--- config.mk ---
export PLATFORM = sky130hd
export DESIGN_NAME = btn_debouncer_array
export DESIGN_NICKNAME = d
export VERILOG_FILES = /design/src/rtl/btn_debouncer_array.sv
export SDC_FILE = /design/constraint.sdc
export NUM_CORES = 1
export LEC_CHECK = 0
export ABC_CLOCK_PERIOD_IN_PS = 2400
export BUFFER_PORTS_ARGS = -buffer_cell sky130_fd_sc_hd__buf_2
export CAP_MARGIN = 15
export CORE_MARGIN = 2
export CORE_UTILIZATION = 50
export CTS_BUF_LIST = sky130_fd_sc_hd__clkbuf_4 sky130_fd_sc_hd__clkbuf_8
export DETAILED_ROUTE_END_ITERATION = 10
export PLACE_DENSITY_LB_ADDON = 0.08
export SLEW_MARGIN = 20
export SYNTH_ARGS = -nofsm -noshare
export SYNTH_HDL_FRONTEND = slang
export SYNTH_SLANG_ARGS = --single-unit
--- constraint.sdc ---
create_clock -name clk -period 2.4 [get_ports clk]
set_input_delay 0 -clock clk [delete_from_list [all_inputs] [get_ports clk]]
set_output_delay 0 -clock clk [all_outputs]
set_load 0.03 [all_outputs]
--- src/rtl/btn_debouncer_array.sv ---
// Multi-channel push-button conditioner: per-pin synchroniser, polarity normalisation,
// symmetric debounce with press/release pulses, and an optional long-press/auto-repeat pulse.
module btn_debouncer_array #(
    parameter int N_BTN           = 4,
    parameter int ACTIVE_LOW      = 1,
    parameter int DEBOUNCE_CYCLES = 65535,
    parameter int HOLD_CYCLES     = 0,
    parameter int REPEAT_CYCLES   = 0
) (
    input  logic             clk,
    input  logic             rst_n,
    input  logic [N_BTN-1:0] btn_in,
    output logic [N_BTN-1:0] btn_state,
    output logic [N_BTN-1:0] btn_press,
    output logic [N_BTN-1:0] btn_release,
    output logic [N_BTN-1:0] btn_hold
);

    localparam int DB_W     = $clog2(DEBOUNCE_CYCLES + 1);
    localparam int HOLD_MAX = (HOLD_CYCLES > REPEAT_CYCLES) ? HOLD_CYCLES : REPEAT_CYCLES;
    localparam int HC_W     = (HOLD_MAX > 0) ? $clog2(HOLD_MAX + 1) : 1;

    localparam logic            REL_LVL   = (ACTIVE_LOW != 0) ? 1'b1 : 1'b0;
    localparam logic [DB_W-1:0] DB_ZERO   = {DB_W{1'b0}};
    localparam logic [DB_W-1:0] DB_ONE    = DB_W'(1);
    localparam logic [DB_W-1:0] DB_LAST   = DB_W'(DEBOUNCE_CYCLES - 1);
    localparam logic [HC_W-1:0] HC_ZERO   = {HC_W{1'b0}};
    localparam logic [HC_W-1:0] HOLD_LAST = HC_W'((HOLD_CYCLES > 0) ? HOLD_CYCLES - 1 : 0);
    localparam logic [HC_W-1:0] REP_LAST  = HC_W'((REPEAT_CYCLES > 0) ? REPEAT_CYCLES - 1 : 0);

    typedef enum logic [1:0] {
        IDLE      = 2'd0,
        WAIT_HOLD = 2'd1,
        REPEAT    = 2'd2
    } hold_state_t;

    function automatic logic [HC_W-1:0] sat_inc(input logic [HC_W-1:0] cnt);
        logic [HC_W-1:0] res;
        if (cnt == {HC_W{1'b1}}) begin
            res = cnt;
        end else begin
            res = cnt + HC_W'(1);
        end
        return res;
    endfunction

    logic [N_BTN-1:0] sync1_r;
    logic [N_BTN-1:0] sync2_r;
    logic [N_BTN-1:0] raw_s;

    // Two-flop synchroniser, parked at the released pin level during reset.
    always_ff @(posedge clk or negedge rst_n) begin
        if (!rst_n) begin
            sync1_r <= {N_BTN{REL_LVL}};
            sync2_r <= {N_BTN{REL_LVL}};
        end else begin
            sync1_r <= btn_in;
            sync2_r <= sync1_r;
        end
    end

    assign raw_s = sync2_r ^ {N_BTN{REL_LVL}};

    for (genvar i = 0; i < N_BTN; i++) begin : g_ch
        logic [DB_W-1:0] db_cnt_r;
        logic            state_r;
        logic            press_r;
        logic            release_r;
        logic            toggle_s;
        logic            rise_s;
        logic            fall_s;

        // Accept a new level only after a full run of mismatches; never right after a pulse.
        always_comb begin
            toggle_s = 1'b0;
            rise_s   = 1'b0;
            fall_s   = 1'b0;
            if ((raw_s[i] != state_r) && (db_cnt_r == DB_LAST) && !(press_r || release_r)) begin
                toggle_s = 1'b1;
                rise_s   = ~state_r;
                fall_s   = state_r;
            end else begin
                toggle_s = 1'b0;
            end
        end

        // Debounce counter, stable level and edge pulses.
        always_ff @(posedge clk or negedge rst_n) begin
            if (!rst_n) begin
                db_cnt_r  <= DB_ZERO;
                state_r   <= 1'b0;
                press_r   <= 1'b0;
                release_r <= 1'b0;
            end else begin
                press_r   <= rise_s;
                release_r <= fall_s;
                if (toggle_s) begin
                    state_r  <= ~state_r;
                    db_cnt_r <= DB_ZERO;
                end else if (raw_s[i] == state_r) begin
                    db_cnt_r <= DB_ZERO;
                end else if (db_cnt_r != DB_LAST) begin
                    db_cnt_r <= db_cnt_r + DB_ONE;
                end
            end
        end

        assign btn_state[i]   = state_r;
        assign btn_press[i]   = press_r;
        assign btn_release[i] = release_r;

        if (HOLD_CYCLES > 0) begin : g_hold
            hold_state_t     fsm_r;
            logic [HC_W-1:0] hcnt_r;
            logic            hold_r;

            // Long-press / auto-repeat sequencer; a release edge wins over a due hold pulse.
            always_ff @(posedge clk or negedge rst_n) begin
                if (!rst_n) begin
                    fsm_r  <= IDLE;
                    hcnt_r <= HC_ZERO;
                    hold_r <= 1'b0;
                end else begin
                    hold_r <= 1'b0;
                    if (fall_s) begin
                        fsm_r  <= IDLE;
                        hcnt_r <= HC_ZERO;
                    end else begin
                        case (fsm_r)
                            IDLE: begin
                                if (rise_s) begin
                                    fsm_r  <= WAIT_HOLD;
                                    hcnt_r <= HC_ZERO;
                                end
                            end
                            WAIT_HOLD: begin
                                if (hcnt_r == HOLD_LAST) begin
                                    hold_r <= 1'b1;
                                    hcnt_r <= HC_ZERO;
                                    fsm_r  <= (REPEAT_CYCLES > 0) ? REPEAT : IDLE;
                                end else begin
                                    hcnt_r <= sat_inc(hcnt_r);
                                end
                            end
                            REPEAT: begin
                                if (hcnt_r == REP_LAST) begin
                                    hold_r <= 1'b1;
                                    hcnt_r <= HC_ZERO;
                                end else begin
                                    hcnt_r <= sat_inc(hcnt_r);
                                end
                            end
                            default: begin
                                fsm_r  <= IDLE;
                                hcnt_r <= HC_ZERO;
                            end
                        endcase
                    end
                end
            end

            assign btn_hold[i] = hold_r;
        end else begin : g_no_hold
            assign btn_hold[i] = 1'b0;
        end
    end

endmodule

# Word-level counts from Yosys, hierarchy flattened
# Cells that the tools add are included.
# word_totals
reg_bits,84
out_inout_bits,16
mem_bits_rw,0
input_bits,6
word_cells,87
mem_bits_ro,0
mem_count,0
latchBits,0
# op_classes
n_shift,0
eq_ne,16
mux,24
div,0
n_addsub,4
n_reduce_logical,20
order_cmp,0
n_mul,0
n_bitwise,5
# ops
operator,count
16-bit two-way mux,12
16-bit by 1-bit adder with 16-bit output (second input constant),4
16-bit equality test (second input constant),4
16-bit inequality test (second input constant),4
1-bit two-way mux,12
3-bit nonzero test,4
1-bit logical AND,8
1-bit equality test,4
1-bit logical NOT,4
1-bit logical OR,4
1-bit inequality test,4
1-bit inverter,4
4-bit inverter,1

# Logic depth before layout (Yosys ltp)
# Gate-level depths: netlist of the first run.
# depth
depth_word,6
depth_mapped,8
ltp_nobuf,6

# Worst setup path after synthesis of the first run
# No wires, ideal clock.
# synth_path
path_kind,register to register
startpoint,register g_ch[2].db_cnt_r[0]
endpoint,register g_ch[2].state_r
n_path_buf,0
arrival_time_ps,1591
synth_period_minus_slack_ps,1716
path_slack_ps,684
path_stages_with_launch,7
setup_ps,125
cell_sequence,dfrtp_1 -> inv_1 -> ha_1 -> and4_1 -> nand4_1 -> or4_1 -> xnor2_1
# synth_between
elab_chain_len,4
# synth_lines
element,line,text
from (decl),65,logic [DB_W-1:0] db_cnt_r;
from (signal assigned),103,db_cnt_r <= db_cnt_r + DB_ONE;
16-bit equality test,78,if ((raw_s[i] != state_r) && (db_cnt_r == DB_LAST) && !(press_r || release_r)) begin
1-bit logical AND (2 in a row),78,
1-bit two-way mux,78,
to (signal assigned),98,state_r <= ~state_r;
to (decl),66,logic state_r;
# No other way between the ends.
# A chain may end at the register's enable or synchronous reset.

# Worst setup path after layout of the first run
# layout_path
startpoint,register g_ch[2].db_cnt_r[0]
endpoint,register g_ch[2].db_cnt_r[0]
# layout_between
elab_chain_len,5
# layout_lines
element
branches (longest 5 deep; another with 16-bit by 1-bit adder with 16-bit output)
# Parallel ways; which one is timed is not known. The select of a mux whose other input is x is not followed.

==> metrics, run 1 <==
combinational cell fraction of total power 4.7%; pin count of the biggest net entering global routing 85; total of fill cells in the finished design about 740; IO Pins 22; proportion of power drawn by the clock network ~37%; post-synthesis instance area between 4000 and 5000 um2; buffer depth of the longest clock path 2; clock tree from TritonCTS yes; DRC 0; ranking of synthesized cells by instance count sky130_fd_sc_hd__dfrtp_1 (76), sky130_fd_sc_hd__xnor2_1 (44), sky130_fd_sc_hd__o21ai_2 (30); Root Buffer sky130_fd_sc_hd__clkbuf_8; critical path capture point type flop; required time of the critical path between 2 and 3 ns; number of detailed-route iterations in the first pass 4; RSZ-0062 raised after global routing false; outcome finished, final reports clean; post-route clock period utilization between 80% and 90%; initial antenna violation count 0; die span in y ~96 um; clk_skew 0.00735 ns; clock transition at the registers of the reported paths 0.08 ns; internal power consumption between 1.5 and 2 mW; least setup slack across all paths after layout about 0.38 ns; Vias/cell approximately 5.4; half-perimeter wire length of the detailed placement result 4640 um; maximum VDD drop 0.000262 V; hold-fix buffers at CTS 5; cell-by-cell trace of the critical path inv_1, ha_1, and4_1, nand4_1, or3_1, mux2i_1; number of buffers added by the clock tree synthesis step 9; worst hold slack across all endpoints around 0.21 ns; remaining antenna violation count 0; cell taking the most area after synthesis sky130_fd_sc_hd__dfrtp_1; most frequently used cell type in the post-synthesis netlist sky130_fd_sc_hd__dfrtp_1; setup violation total in the final timing report 0; total global routing track utilization 17.6%; total placed instance area roughly 4400 um2; IO Port Bufs 17; maximum level of the CTS H-tree 3; fraction of power spent switching nets 23.8%; Post-CTS Setup Repair Bufs 0; largest fanout on the critical path 16; Num Clock Sinks between 80 and 90; delay of the slowest cell on the worst path roughly 0.69 ns; portion of the post-synthesis area used by sequential elements about half; average cell area after synthesis between 10 and 15 um2; die area approximately 9000 um2; category of the critical setup timing path flop to flop; Slew HR between 50% and 60%; weighted congestion reported at the end of routability-driven placement 0.803; number of buffers and inverters on the critical path 1; number of flip-flops and latches in the synthesized netlist between 80 and 90; Max Cap Viol 0; worst-path cell with the longest stage delay sky130_fd_sc_hd__or3_1; data arrival time at the worst-slack endpoint 2.28 ns; final critical delay including setup and external delays around 2 ns; number of flops mapped to enable cells by yosys 0; Final nets ~430; critical path startpoint category flop; power density over cell area roughly 550 nW/um2; Area growth syn-to-layout 7.81%; Inserted Diodes 0; Flop pwr share ~58%; vias in the first global route between 2,000 and 3,000; final instance area about 4600 um2; Worst-Margin Slew 0.691 ns; leakage dissipation 1.90 nW; Unique masters post-synth a little over 40; worst slack at placement 0.390 ns; core utilization of the finished layout about 56%; worst skew pair latency about 0.35 ns; share of synthesized flip-flops with an asynchronous set or reset 100%; number of endpoints with negative hold slack in the final report 0; HP Class input pin to async pin; first-pass GRT wire length 12,700 um; standard-cell row count 33; post-cts sizing count 0; gate count of the mapped netlist 398; kind of cell with the highest combined delay on the critical path simple AND/OR/NAND/NOR gates; Top FF cell, synth sky130_fd_sc_hd__dfrtp_1; cell count after placement 501; starting density of the core between 50 and 60%; via total after detailed routing between 2,000 and 3,000; share of post-route cells with drive strength above 1 between 20% and 30%; post-route non-filler standard cell count 522; routed wire length about 7000 um; number of pins exceeding their max-slew limit in the final report 0; detail-routed net length per standard cell ~14 um; area share of the largest cell type after synthesis 44.6%; core area 8260 um2; Setup TNS 0 ns; Horiz. Die Dim around 96 um; top post-synthesis cells by area sky130_fd_sc_hd__dfrtp_1 (45%), sky130_fd_sc_hd__xnor2_1 (9.0%), sky130_fd_sc_hd__o21ai_2 (6.2%); NetSw approximately 610 uW; number of warnings reported in the yosys synthesis log 0; total power between 2 and 3 mW; Starting DRT DRC Count between 70 and 80; Overflow after GRT 0; Max Clk Rate around 490 MHz
-- state kept, by name (all words and copies together) (netlist names) --
name	flops
g_ch.db_cnt_r	64
g_ch.press_r	4
g_ch.release_r	4
g_ch.state_r	4
sync1_r	4
sync2_r	4
-- tightest hold or removal path: cells and delay by family --
kind / cells / cell delay (ns)
buffers and inverters: 3 / 0.98
-- layout make-up --
| type | count | area [um2] | area share [%] |
|---|---|---|---|
| Multi-Input combinational cell | 270 | 1890 | 41.2 |
| Clock inverter | 4 | 33.8 | 0.735 |
| Inverter | 19 | 71.3 | 1.55 |
| Timing Repair Buffer | 28 | 195 | 4.25 |
| Tap cell | 105 | 131 | 2.86 |
| Clock buffer | 12 | 159 | 3.46 |
| Sequential cell | 84 | 2110 | 46.0 |
-- layout by cell type (no fill, tap or decap), drive strengths merged, types with 2 or more instances in the layout --
master / n
and3: 2
and4: 5
buf: 23
clkbuf: 12
clkinv: 3
conb: 4
dfrtp: 76
dfstp: 8
dlygate4sd3: 5
ha: 8
inv: 19
mux2i: 5
nand2: 16
nand3: 23
nand4: 19
nor2: 18
nor3: 13
nor4: 19
o21ai: 56
o22ai: 4
or3: 4
or4: 2
xnor2: 44
xor2: 18
-- power groups by stage --
stage | Sequential (mW) | Combinational (mW) | Clock, mW
final | 1.47 | 0.119 | 0.950
after global routing | 1.48 | 0.139 | 1.07
after floorplan | 1.49 | 0.0734 | 0
after detailed placement | 1.50 | 0.117 | 0
after CTS | 1.47 | 0.123 | 1.00
after global placement | 1.50 | 0.116 | 0
-- logic make-up (layout without fill, tap and decap cells) --
family	Yosys count	in the layout	synth area share, %
muxes	5	5	1.17
adders and majority gates	8	8	2.35
other	1	4	0.0880
and+or+nand+nor	125	125	16.7
AOI/OAI and AO/OA	66	66	11.0
buffers and inverters	47	63	6.31
DFF	84	84	49.6
xor gates and xnor gates	62	62	12.7
-- final timing paths --
path / cells after the start / slack, ns / to / from
setup / recovery: 6 / 0.38 / g_ch[2].db_cnt_r[0]$_DFFE_PN0P_ / g_ch[2].db_cnt_r[0]$_DFFE_PN0P_
hold / removal: 3 / 0.21 / g_ch[0].db_cnt_r[10]$_DFFE_PN0P_ / rst_n
setup reg to reg: 6 / 0.38 / g_ch[2].db_cnt_r[0]$_DFFE_PN0P_ / g_ch[2].db_cnt_r[0]$_DFFE_PN0P_
hold reg to reg: 0 / 0.36 / sync2_r[1]$_DFF_PN1_ / sync1_r[1]$_DFF_PN1_
max in group asynchronous: 3 / 1.81 / sync2_r[1]$_DFF_PN1_ / rst_n
min in group clk: 2 / 0.29 / sync1_r[3]$_DFF_PN1_ / btn_in[3]
-- metal layers --
metal  up-vias  global-route usage, %  routed length, um  share of wire [%]
li1       1415                      -                  -                  -
met1      1363                   23.2               3410                 48
met2        32                   28.1               3460                 48
met3         4                   4.86                239                3.3
met4         0                   5.52                 43               0.60
met5         -                      0                  0                  0
No activity file was read; power rests on OpenSTA's default activity.
==> run 2, diff against run 1 <==
- ABC_AREA: not set -> 1
- ABC_CLOCK_PERIOD_IN_PS: 2400 -> 1800
- clock period: 2.4 -> 1.8 ns (I/O delays scaled with it)
==> metrics, run 2 <==
Setup TNS 0 ns; Area growth syn-to-layout 8.21%; data arrival time at the worst-slack endpoint roughly 1.8 ns; Top FF cell, synth sky130_fd_sc_hd__dfrtp_1; first-pass GRT wire length around 16,000 um; share of post-route cells with drive strength above 1 roughly an eighth; most common library cell in the layout ignoring fill and taps sky130_fd_sc_hd__nand2_1; Overflow after GRT 0; critical path capture point type flop; Num Clock Sinks 84; number of endpoints with negative hold slack in the final report 0; routed wire length 9250 um; power density over cell area 665 nW/um2; ranking of synthesized cells by instance count sky130_fd_sc_hd__nand2_1 (262), sky130_fd_sc_hd__dfrtp_1 (76), sky130_fd_sc_hd__nor2_1 (69); portion of the post-synthesis area used by sequential elements 43.3%; top library cells by usage in the layout, fill and taps aside sky130_fd_sc_hd__nand2_1 (262), sky130_fd_sc_hd__dfrtp_1 (76), sky130_fd_sc_hd__nor2_1 (69); number of detailed-route iterations in the first pass 4; most frequently used cell type in the post-synthesis netlist sky130_fd_sc_hd__nand2_1; IO Port Bufs 17; total of fill cells in the finished design 940; Inserted Diodes 0; Root Buffer sky130_fd_sc_hd__clkbuf_8; gate count of the mapped netlist ~660; post-cts sizing count 0; least setup slack across all paths after layout roughly 0.23 ns; top post-synthesis cells by area sky130_fd_sc_hd__dfrtp_1 (39%), sky130_fd_sc_hd__nand2_1 (20%), sky130_fd_sc_hd__nor2_1 (5.3%); average cell area after synthesis 7.45 um2; die span in y approximately 100 um; worst-path cell with the longest stage delay sky130_fd_sc_hd__dfrtp_1; clock transition at the registers of the reported paths approximately 0.09 ns; DRC 0; area share of the largest cell type after synthesis 39.0%; largest fanout on the critical path 11; Reg with most FFs g_ch.db_cnt_r; worst slack at placement 0.225 ns; delay of the slowest cell on the worst path about 0.42 ns; post-route clock period utilization a little under 90%; outcome finished, final reports clean; initial antenna violation count 0; number of pins exceeding their max-slew limit in the final report 0; starting density of the core between 50% and 60%; multi-input gate area in the final layout between 2000 and 2500 um2; core area just under 10,000 um2; pin count of the biggest net entering global routing 39; half-perimeter wire length of the detailed placement result around 6600 um; worst skew pair latency ~0.37 ns; setup violation total in the final timing report 0; Post-CTS Setup Repair Bufs 0; detail-routed net length per standard cell approximately 11 um; Horiz. Die Dim between 100 and 150 um; max reg flops 64; cell taking the most area after synthesis sky130_fd_sc_hd__dfrtp_1; Max Clk Rate between 600 and 700 MHz; worst hold slack across all endpoints 0.135 ns; category of the critical setup timing path flop to flop; HP Class input pin to async pin; IO Pins 22; clk_skew roughly 0.013 ns; total global routing track utilization between 10% and 20%; number of buffers added by the clock tree synthesis step 9; die area 10,600 um2; Starting DRT DRC Count approximately 100; critical path startpoint category flop; Seq. cell area 2110 um2; number of flops mapped to enable cells by yosys 0; standard-cell row count 36; Final nets 688; buffer depth of the longest clock path 2; number of warnings reported in the yosys synthesis log 0; remaining antenna violation count 0; leakage dissipation between 2 and 3 nW; weighted congestion reported at the end of routability-driven placement about 0.88; maximum VDD drop roughly 0.00037 V; number of flip-flops and latches in the synthesized netlist 84; via total after detailed routing roughly 3,900; Vias/cell roughly 4.8; final critical delay including setup and external delays between 1.5 and 2 ns; post-synthesis instance area roughly 5000 um2; share of synthesized flip-flops with an asynchronous set or reset 100%; RSZ-0062 raised after global routing false; clock tree from TritonCTS yes; maximum level of the CTS H-tree 3; vias in the first global route between 3,000 and 4,000; hold-fix buffers at CTS 5; required time of the critical path 2.05 ns; Max Cap Viol 0; cell-by-cell trace of the critical path inv_1, ha_1, inv_1, nor2_1, nand2_1, nor2_4, nor2_4, buf_12, nand2_2, nand2_2; Unique masters post-synth 28
==> run 2: changes by cell type after synthesis, sizes merged, moves of 10 or more <==
cell   delta
xnor2    -30
o21ai    -43
nand3    +10
inv      +43
nor4     -19
nand2   +267
nor2     +60
==> run 2: area by class of cell <==
class                   count  area share (%)
well taps                 133            3.15
flip-flops and latches     84            40.0
inverters                  62            4.41
repair buffers             30            4.22
clock inverters             7            1.47
multi-input cells         487            44.4
clock buffers               9            2.35
==> run 2: final timing paths <==
| path | slack [ns] | cells after the start | end | startpoint |
|---|---|---|---|---|
| setup / recovery | 0.23 | 10 | g_ch[1].db_cnt_r[10]$_DFFE_PN0P_ | g_ch[1].db_cnt_r[0]$_DFFE_PN0P_ |
| hold / removal | 0.13 | 2 | g_ch[0].press_r$_DFF_PN0_ | rst_n |
| setup reg to reg | 0.23 | 10 | g_ch[1].db_cnt_r[10]$_DFFE_PN0P_ | g_ch[1].db_cnt_r[0]$_DFFE_PN0P_ |
| hold reg to reg | 0.36 | 0 | sync2_r[2]$_DFF_PN1_ | sync1_r[2]$_DFF_PN1_ |
| max in group asynchronous | 1.03 | 3 | sync2_r[3]$_DFF_PN1_ | rst_n |
| min in group clk | 0.27 | 2 | sync1_r[3]$_DFF_PN1_ | btn_in[3] |
==> run 2: through the flow <==
step / total power [mW] / utilization, % / cells / instance area [um2]
floorplan: 2.10 / - / 658 / 4890
global placement: 2.16 / 52.2 / 791 / 5030
detailed placement: 2.16 / 52.2 / 791 / 5030
CTS: 3.57 / 54.8 / 812 / 5280
global route: 3.69 / 54.8 / 812 / 5280
finish: 3.51 / 54.8 / 812 / 5280
==> run 2: power by group <==
group          total (mW)  switching (mW)  internal [mW]
Clock                1.38           0.729          0.648
Combinational       0.175           0.117         0.0585
Sequential           1.96          0.0344           1.92
==> run 2: critical path, delay by kind of cell (launching register included) <==
family | cells | cell delay [ns]
simple gates | 6 | 0.58
fa+ha+maj | 1 | 0.17
buf+inv | 3 | 0.29
flops | 1 | 0.42
==> run 2: routing by layer <==
metal | track usage [%] | up-vias | part of all wire [%]
met4 | 8.40 | 0 | 1.4
met5 | 0 | - | 0
li1 | - | 2044 | -
met2 | 31.1 | 44 | 46
met1 | 26.3 | 1770 | 50
met3 | 2.71 | 9 | 2.4
==> run 2: cell families (layout without fill, tap and decap cells) <==
kind of cell             count (synthesis)  count (layout)  share of synthesized area (%)
XOR/XNOR                                30              30                           5.39
AND/OR/NAND/NOR                        429             429                           38.3
flip-flops                              84              84                           43.3
buffers and inverters                   87             108                           8.90
adder cells (fa/ha/maj)                  8               8                           2.05
AO/OA/AOI/OAI                           16              16                           2.03
other                                    1               4                         0.0769
